**config.mk**
```make
export PLATFORM = sky130hd
export DESIGN_NAME = keypad_entry_ctrl_flat
export DESIGN_NICKNAME = d
export VERILOG_FILES = /design/src/rtl/keypad_entry_if.sv /design/src/rtl/keypad_entry_ctrl.sv /design/src/flat_wrapper.sv
export SDC_FILE = /design/constraint.sdc
export NUM_CORES = 1
export LEC_CHECK = 0
export BUFFER_PORTS_ARGS = -buffer_cell sky130_fd_sc_hd__buf_4
export CORE_UTILIZATION = 57
export CTS_CLUSTER_DIAMETER = 200
export DETAILED_ROUTE_END_ITERATION = 12
export GPL_TIMING_DRIVEN = 0
export PLACE_DENSITY = 0.82
export SLEW_MARGIN = 20
export SYNTH_ARGS = -nofsm -noshare
export SYNTH_HDL_FRONTEND = slang
export SYNTH_SLANG_ARGS = --single-unit
export TNS_END_PERCENT = 10
```
**constraint.sdc**
```tcl
create_clock -name clk -period 2.2 [get_ports clk]
set_input_delay 0.22 -clock clk [delete_from_list [all_inputs] [get_ports clk]]
set_output_delay 0.22 -clock clk [all_outputs]
set_load 0.05 [all_outputs]
```
**src/rtl/keypad_entry_if.sv**
```systemverilog
// Keypad entry bus: encoder handshake, panel controls and the cook-time
// outputs handed to the countdown timer.
interface keypad_entry_if;
    logic        loadn;        // 0 = key pressed, saida_cod valid
    logic [3:0]  saida_cod;    // encoded key from the encoder
    logic        clear;        // CLEAR key
    logic        lock;         // oven running / door interlock
    logic        enablen;      // 0 = encoder enabled
    logic [15:0] tempo_bcd;    // {min_t, min_u, sec_t, sec_u}
    logic [2:0]  num_digitos;  // digits entered, 0..4
    logic        cheio;        // all four digits entered
    logic        tecla_pulso;  // one-cycle pulse per accepted digit

    // Environment side: encoder, panel and timer.
    modport master (
        output loadn, saida_cod, clear, lock,
        input  enablen, tempo_bcd, num_digitos, cheio, tecla_pulso
    );

    // Controller side.
    modport slave (
        input  loadn, saida_cod, clear, lock,
        output enablen, tempo_bcd, num_digitos, cheio, tecla_pulso
    );
endinterface

```
**src/rtl/keypad_entry_ctrl.sv**
```systemverilog
// Keypad entry controller: synchronises and debounces the encoder loadn
// strobe and shifts each accepted BCD key into a 4-digit MM:SS register.
// A key is captured once per press; a debounced release is needed before
// the next one. clear wipes the entry, lock suspends keypad entry.
module keypad_entry_ctrl #(
    parameter int DEBOUNCE_CYCLES = 4,  // stable cycles needed to accept a level
    parameter int CNT_W           = 3   // 2**CNT_W > DEBOUNCE_CYCLES
) (
    input  logic           clk,
    input  logic           reset,
    keypad_entry_if.slave  kp
);

    typedef enum logic [2:0] {
        IDLE,
        DEB_PRESS,
        CAPTURE,
        WAIT_REL,
        DEB_REL
    } state_t;

    localparam logic [CNT_W-1:0] DEB_LAST = CNT_W'(DEBOUNCE_CYCLES);
    localparam logic [CNT_W-1:0] CNT_ONE  = CNT_W'(1);

    // Synchroniser pipes; loadn idles high so its flops reset to 1.
    logic        loadn_s1_q, loadn_s_q;
    logic [3:0]  cod_s1_q,   cod_s_q;
    logic        enablen_q;

    state_t          state_q, state_d;
    logic [CNT_W-1:0] cnt_q,  cnt_d;
    logic [15:0]     tempo_q, tempo_d;
    logic [2:0]      num_q,   num_d;
    logic            pulse_q, pulse_d;

    // Two-flop synchronisers for the encoder outputs and registered encoder enable.
    // NOTE: sequential state always uses non-blocking (<=) so every flop samples pre-edge values.
    always_ff @(posedge clk) begin
        if (reset) begin
            loadn_s1_q <= 1'b1;
            loadn_s_q  <= 1'b1;
            cod_s1_q   <= 4'd0;
            cod_s_q    <= 4'd0;
            enablen_q  <= 1'b1;
        end else begin
            loadn_s1_q <= kp.loadn;
            loadn_s_q  <= loadn_s1_q;
            cod_s1_q   <= kp.saida_cod;
            cod_s_q    <= cod_s1_q;
            enablen_q  <= kp.lock;
        end
    end

    // FSM state, debounce counter and entered-time registers.
    always_ff @(posedge clk) begin
        if (reset) begin
            state_q <= IDLE;
            cnt_q   <= '0;
            tempo_q <= 16'h0000;
            num_q   <= 3'd0;
            pulse_q <= 1'b0;
        end else begin
            state_q <= state_d;
            cnt_q   <= cnt_d;
            tempo_q <= tempo_d;
            num_q   <= num_d;
            pulse_q <= pulse_d;
        end
    end

    // Next-state, debounce counting and digit capture; clear overrides capture.
    // NOTE: every signal gets a default first so no path can infer a latch.
    always_comb begin
        state_d = state_q;
        cnt_d   = cnt_q;
        tempo_d = tempo_q;
        num_d   = num_q;
        pulse_d = 1'b0;

        unique case (state_q)
            IDLE: begin
                if (!loadn_s_q && !kp.lock) begin
                    state_d = DEB_PRESS;
                    cnt_d   = CNT_ONE;
                end
            end
            DEB_PRESS: begin
                if (kp.lock) begin
                    state_d = WAIT_REL;           // abort, no digit
                end else if (loadn_s_q) begin
                    state_d = IDLE;               // glitch rejected
                end else if (cnt_q == DEB_LAST) begin
                    state_d = CAPTURE;
                end else begin
                    cnt_d = cnt_q + CNT_ONE;
                end
            end
            CAPTURE: begin
                state_d = WAIT_REL;
                // Non-digit codes and a full register consume the key silently.
                if (!kp.lock && !kp.clear && (cod_s_q <= 4'd9) && (num_q < 3'd4)) begin
                    tempo_d = {tempo_q[11:0], cod_s_q};
                    num_d   = num_q + 3'd1;
                    pulse_d = 1'b1;
                end
            end
            WAIT_REL: begin
                if (loadn_s_q) begin
                    state_d = DEB_REL;
                    cnt_d   = CNT_ONE;
                end
            end
            DEB_REL: begin
                if (!loadn_s_q) begin
                    state_d = WAIT_REL;           // release bounced
                end else if (cnt_q == DEB_LAST) begin
                    state_d = IDLE;
                end else begin
                    cnt_d = cnt_q + CNT_ONE;
                end
            end
            default: state_d = IDLE;
        endcase

        if (kp.clear) begin
            tempo_d = 16'h0000;
            num_d   = 3'd0;
        end
    end

    assign kp.enablen     = enablen_q;
    assign kp.tempo_bcd   = tempo_q;
    assign kp.num_digitos = num_q;
    assign kp.cheio       = (num_q == 3'd4);
    assign kp.tecla_pulso = pulse_q;

endmodule

```
**src/flat_wrapper.sv**
```systemverilog
// flat-port wrapper written by rule: the top's interface ports become plain ports
module keypad_entry_ctrl_flat 
#(
    parameter int DEBOUNCE_CYCLES = 4,                                           
    parameter int CNT_W           = 3                                
)
  (clk, reset, kp_loadn, kp_saida_cod, kp_clear, kp_lock, kp_enablen, kp_tempo_bcd, kp_num_digitos, kp_cheio, kp_tecla_pulso);
  keypad_entry_if kp_i ();
  input  logic clk;
  input  logic reset;
  input wire logic [$bits(kp_i.loadn)-1:0] kp_loadn;
  input wire logic [$bits(kp_i.saida_cod)-1:0] kp_saida_cod;
  input wire logic [$bits(kp_i.clear)-1:0] kp_clear;
  input wire logic [$bits(kp_i.lock)-1:0] kp_lock;
  output wire logic [$bits(kp_i.enablen)-1:0] kp_enablen;
  output wire logic [$bits(kp_i.tempo_bcd)-1:0] kp_tempo_bcd;
  output wire logic [$bits(kp_i.num_digitos)-1:0] kp_num_digitos;
  output wire logic [$bits(kp_i.cheio)-1:0] kp_cheio;
  output wire logic [$bits(kp_i.tecla_pulso)-1:0] kp_tecla_pulso;
  assign kp_i.loadn = kp_loadn;
  assign kp_i.saida_cod = kp_saida_cod;
  assign kp_i.clear = kp_clear;
  assign kp_i.lock = kp_lock;
  assign kp_enablen = kp_i.enablen;
  assign kp_tempo_bcd = kp_i.tempo_bcd;
  assign kp_num_digitos = kp_i.num_digitos;
  assign kp_cheio = kp_i.cheio;
  assign kp_tecla_pulso = kp_i.tecla_pulso;
  keypad_entry_ctrl #(.DEBOUNCE_CYCLES(DEBOUNCE_CYCLES), .CNT_W(CNT_W)) u_core (.clk(clk), .reset(reset), .kp(kp_i));
endmodule
```
==> impl_metrics.yaml <==
detailed_routing:
  ant_nets: 0
  drcViolationCount: 0
  routed_via_density: 5.23
  routed_wl_mm: 2.75
  drt_first_pass_iters: 4
  drt_iter0_drc: 18
  vias: 1134
  routedWlPerCell_um: 12.7
floorplanning:
  rows: 18
  dieArea_sq_um: 2910
  fp.dieW_um: 54.0
  die_height_um: 54.0
  start_util_pct: 61.0
  ios: 31
  coreArea_sq_um: 2520
global_route:
  grt_first_pass_wirelength_mm: 4.34
  overflow: 0
  grt_usage_pct: 21.4
  use_met3_pct: 9.32
  gr-usage-met2_pct: 34.4
  top_usage_layer: "met2"
  antenna_found_initial: 0
  grt_start_max_net_pins: 12
  grt_util_met1_pct: 24.7
  grt_pass1_vias: 1028
pwr:
  power_density_nw_per_um2: 662
  ir_drop_mv: 0.641
  leakage_uw: 0.000890
clocking:
  cts_buffer_depth: 2
  worstSkewPairLatency_ns: 0.34
  holdBufCountCts: 0
  cts_buffers: 5
  clk_pin_slew_worst_paths_ns: 0.11
  clock_sinks: 37
  ctsResizeCount: 0
  h-tree-depth: 2
  cts_setup_buffers: 0
  clockRootBuffer: "clkbuf_4"
  cts_tree: "built"
setup_path:
  start_kind: "flop"
  r2r_start: "u_core.cnt_q[0]"
  critPathArrivalTime_ns: 1.85
  rr_worst_depth: 6
  critPathCaptureType: "flop"
  r2r-end: "u_core.state_q[1]"
  crit_required_ns: 2.48
  critPathMaxFanout: 4
  crit_type: "reg2reg"
  regToRegSetupSlack_ns: 0.64
synth:
  synthTopCellsByArea: "dfxtp_1, mux2i_1, nor2_1"
  synth_most_common_cell: "dfxtp_1"
  syn_inst: 151
  async_flop_share_pct: 0
  synth.largest_area_cell: "dfxtp_1"
  ys_types: 38
  yosysSeqAreaShare_pct: 48.1
  syn-cell-area_sq_um: 1540
  synth_common_cells: "dfxtp_1, nor2_1, mux2i_1"
  synth_edf_count: 0
  yosysWarningCount: 0
  synth_top_area_share_pct: 48.1
  synthFlopType: "dfxtp_1"
  ys_ff_latch: 37
  syn_area_per_cell_sq_um: 10.2
  synthesis.nets: 164
timing:
  slew_violations: 0
  timing.final.crit_period_ns: 1.56
  finalHoldViolations: 0
  final.setup.tns_ns: 0
  relSlewSlack_pct: 69.4
  tightest_slew_ns: 0.459
  clock_skew_ns: 0.00549
  rsz0062_at_grt: "no"
  finalCritPeriodShare_pct: 71.0
  max_freq_ghz: 0.640
  finalSetupViolCount: 0
finish:
  diodes: 0
  drive_above_1_share_pct: 26.7
  num-fill-cells: 196
  fin_cells: 217
  syn_to_final_growth_pct: 21.6
  fin_nets: 199
  multi_input_area_sq_um: 693
  seqCellArea_sq_um: 741
min_path:
  min_from: "kp_loadn"
  min_path_cells: 2
  hold_path_class: "in2reg"
  worstHoldEndpoint: "u_core.loadn_s1_q"
placement:
  dp_cells: 209
  hpwl_mm: 1.94
  io_buffers: 28
  gp_congestion: 0.743
status:
  status: "finished clean"
flow_run:
  cap_violations: 0
-- cell usage in the layout (no fill, tap or decap), drive strengths merged, types with 2 or more instances in the layout --
master,synthesis,layout
nand3,2,2
nor2,26,26
xnor2,2,2
nand2,3,3
buf,7,35
or2,4,4
nor3b,2,2
a21oi,2,2
ha,4,4
inv,5,5
dfxtp,37,37
o21ai,4,4
nor2b,10,10
a41oi,2,2
mux2i,18,18
clkbuf,4,11
nor4b,2,2
-- routing by layer --
metal / wire length (um) / part of all wire (%) / vias to the layer above
met5: 0 / 0 / -
met4: 26 / 0.95 / 0
met3: 130 / 4.7 / 4
met2: 1300 / 47 / 30
met1: 1290 / 47 / 515
li1: - / - / 585
-- metrics by stage --
stage | cell area [sq um] | setup slack, ns | power, uW | util (%) | hold WS, ns
after floorplan | 1540 | 0.640 | 739 | - | 0.324
after global placement | 1790 | 0.628 | 757 | 70.8 | 0.395
after detailed placement | 1790 | 0.617 | 759 | 70.8 | 0.395
after CTS | 1870 | 0.642 | 1240 | 74.2 | 0.0614
after global routing | 1870 | 0.455 | 1280 | 74.2 | 0.0387
final | 1870 | 0.638 | 1240 | 74.2 | 0.0615
-- registers in the layout, summed over array words and instances, names as in the netlist --
| signal | cells |
|---|---|
| u_core.cnt_q | 3 |
| u_core.cod_s1_q | 4 |
| u_core.cod_s_q | 4 |
| u_core.kp.enablen | 1 |
| u_core.kp.num_digitos | 3 |
| u_core.kp.tecla_pulso | 1 |
| u_core.kp.tempo_bcd | 16 |
| u_core.loadn_s1_q | 1 |
| u_core.loadn_s_q | 1 |
| u_core.state_q | 3 |
-- worst max-delay path: stages (launching register included) --
cell and delay, ns:
dfxtp_1 0.39, inv_1 0.06, ha_1 0.22, a31o_2 0.24, a221oi_1 0.32, o21ai_0 0.16
nor2_1 0.12
-- cells by family after synthesis --
logic type                 after synthesis  synth area share (%)
DFF                                     37                  48.1
buffers and inverters                   16                  6.83
adders and majority gates                4                  3.25
xor gates and xnor gates                 2                  1.14
AOI/OAI and AO/OA                       20                  10.1
and+or+nand+nor                         54                  18.9
muxes                                   18                  11.7
-- where the power goes --
| part | total [uW] | switching (uW) | internal, uW |
|---|---|---|---|
| registers | 684 | 3.43 | 680 |
| clock network | 496 | 225 | 271 |
| logic | 59.7 | 32.8 | 26.9 |
-- final cells by class --
cell class	count	area share, %
Clock inverter	1	1.60
Clock buffer	7	2.94
Tap cell	30	2.01
Timing Repair Buffer	28	11.2
Buffer	11	4.61
Multi-Input combinational cell	98	37.0
Sequential cell	37	39.6
Inverter	5	1.00
-- worst max path at each step --
stage	start	to	slack [ns]	cells past startpoint
2_1_floorplan	u_core.kp.num_digitos[2]	u_core.kp.num_digitos[1]	0.64	6
3_3_place_gp	reset	u_core.kp.tempo_bcd[0]	0.63	5
3_5_place_dp	reset	u_core.kp.tempo_bcd[0]	0.62	5
4_1_cts	u_core.cnt_q[0]	u_core.state_q[1]	0.64	6
5_1_grt	u_core.cnt_q[0]	u_core.state_q[1]	0.45	6
6_report	u_core.cnt_q[0]	u_core.state_q[1]	0.64	6
Power figures use the tool's default switching activity.
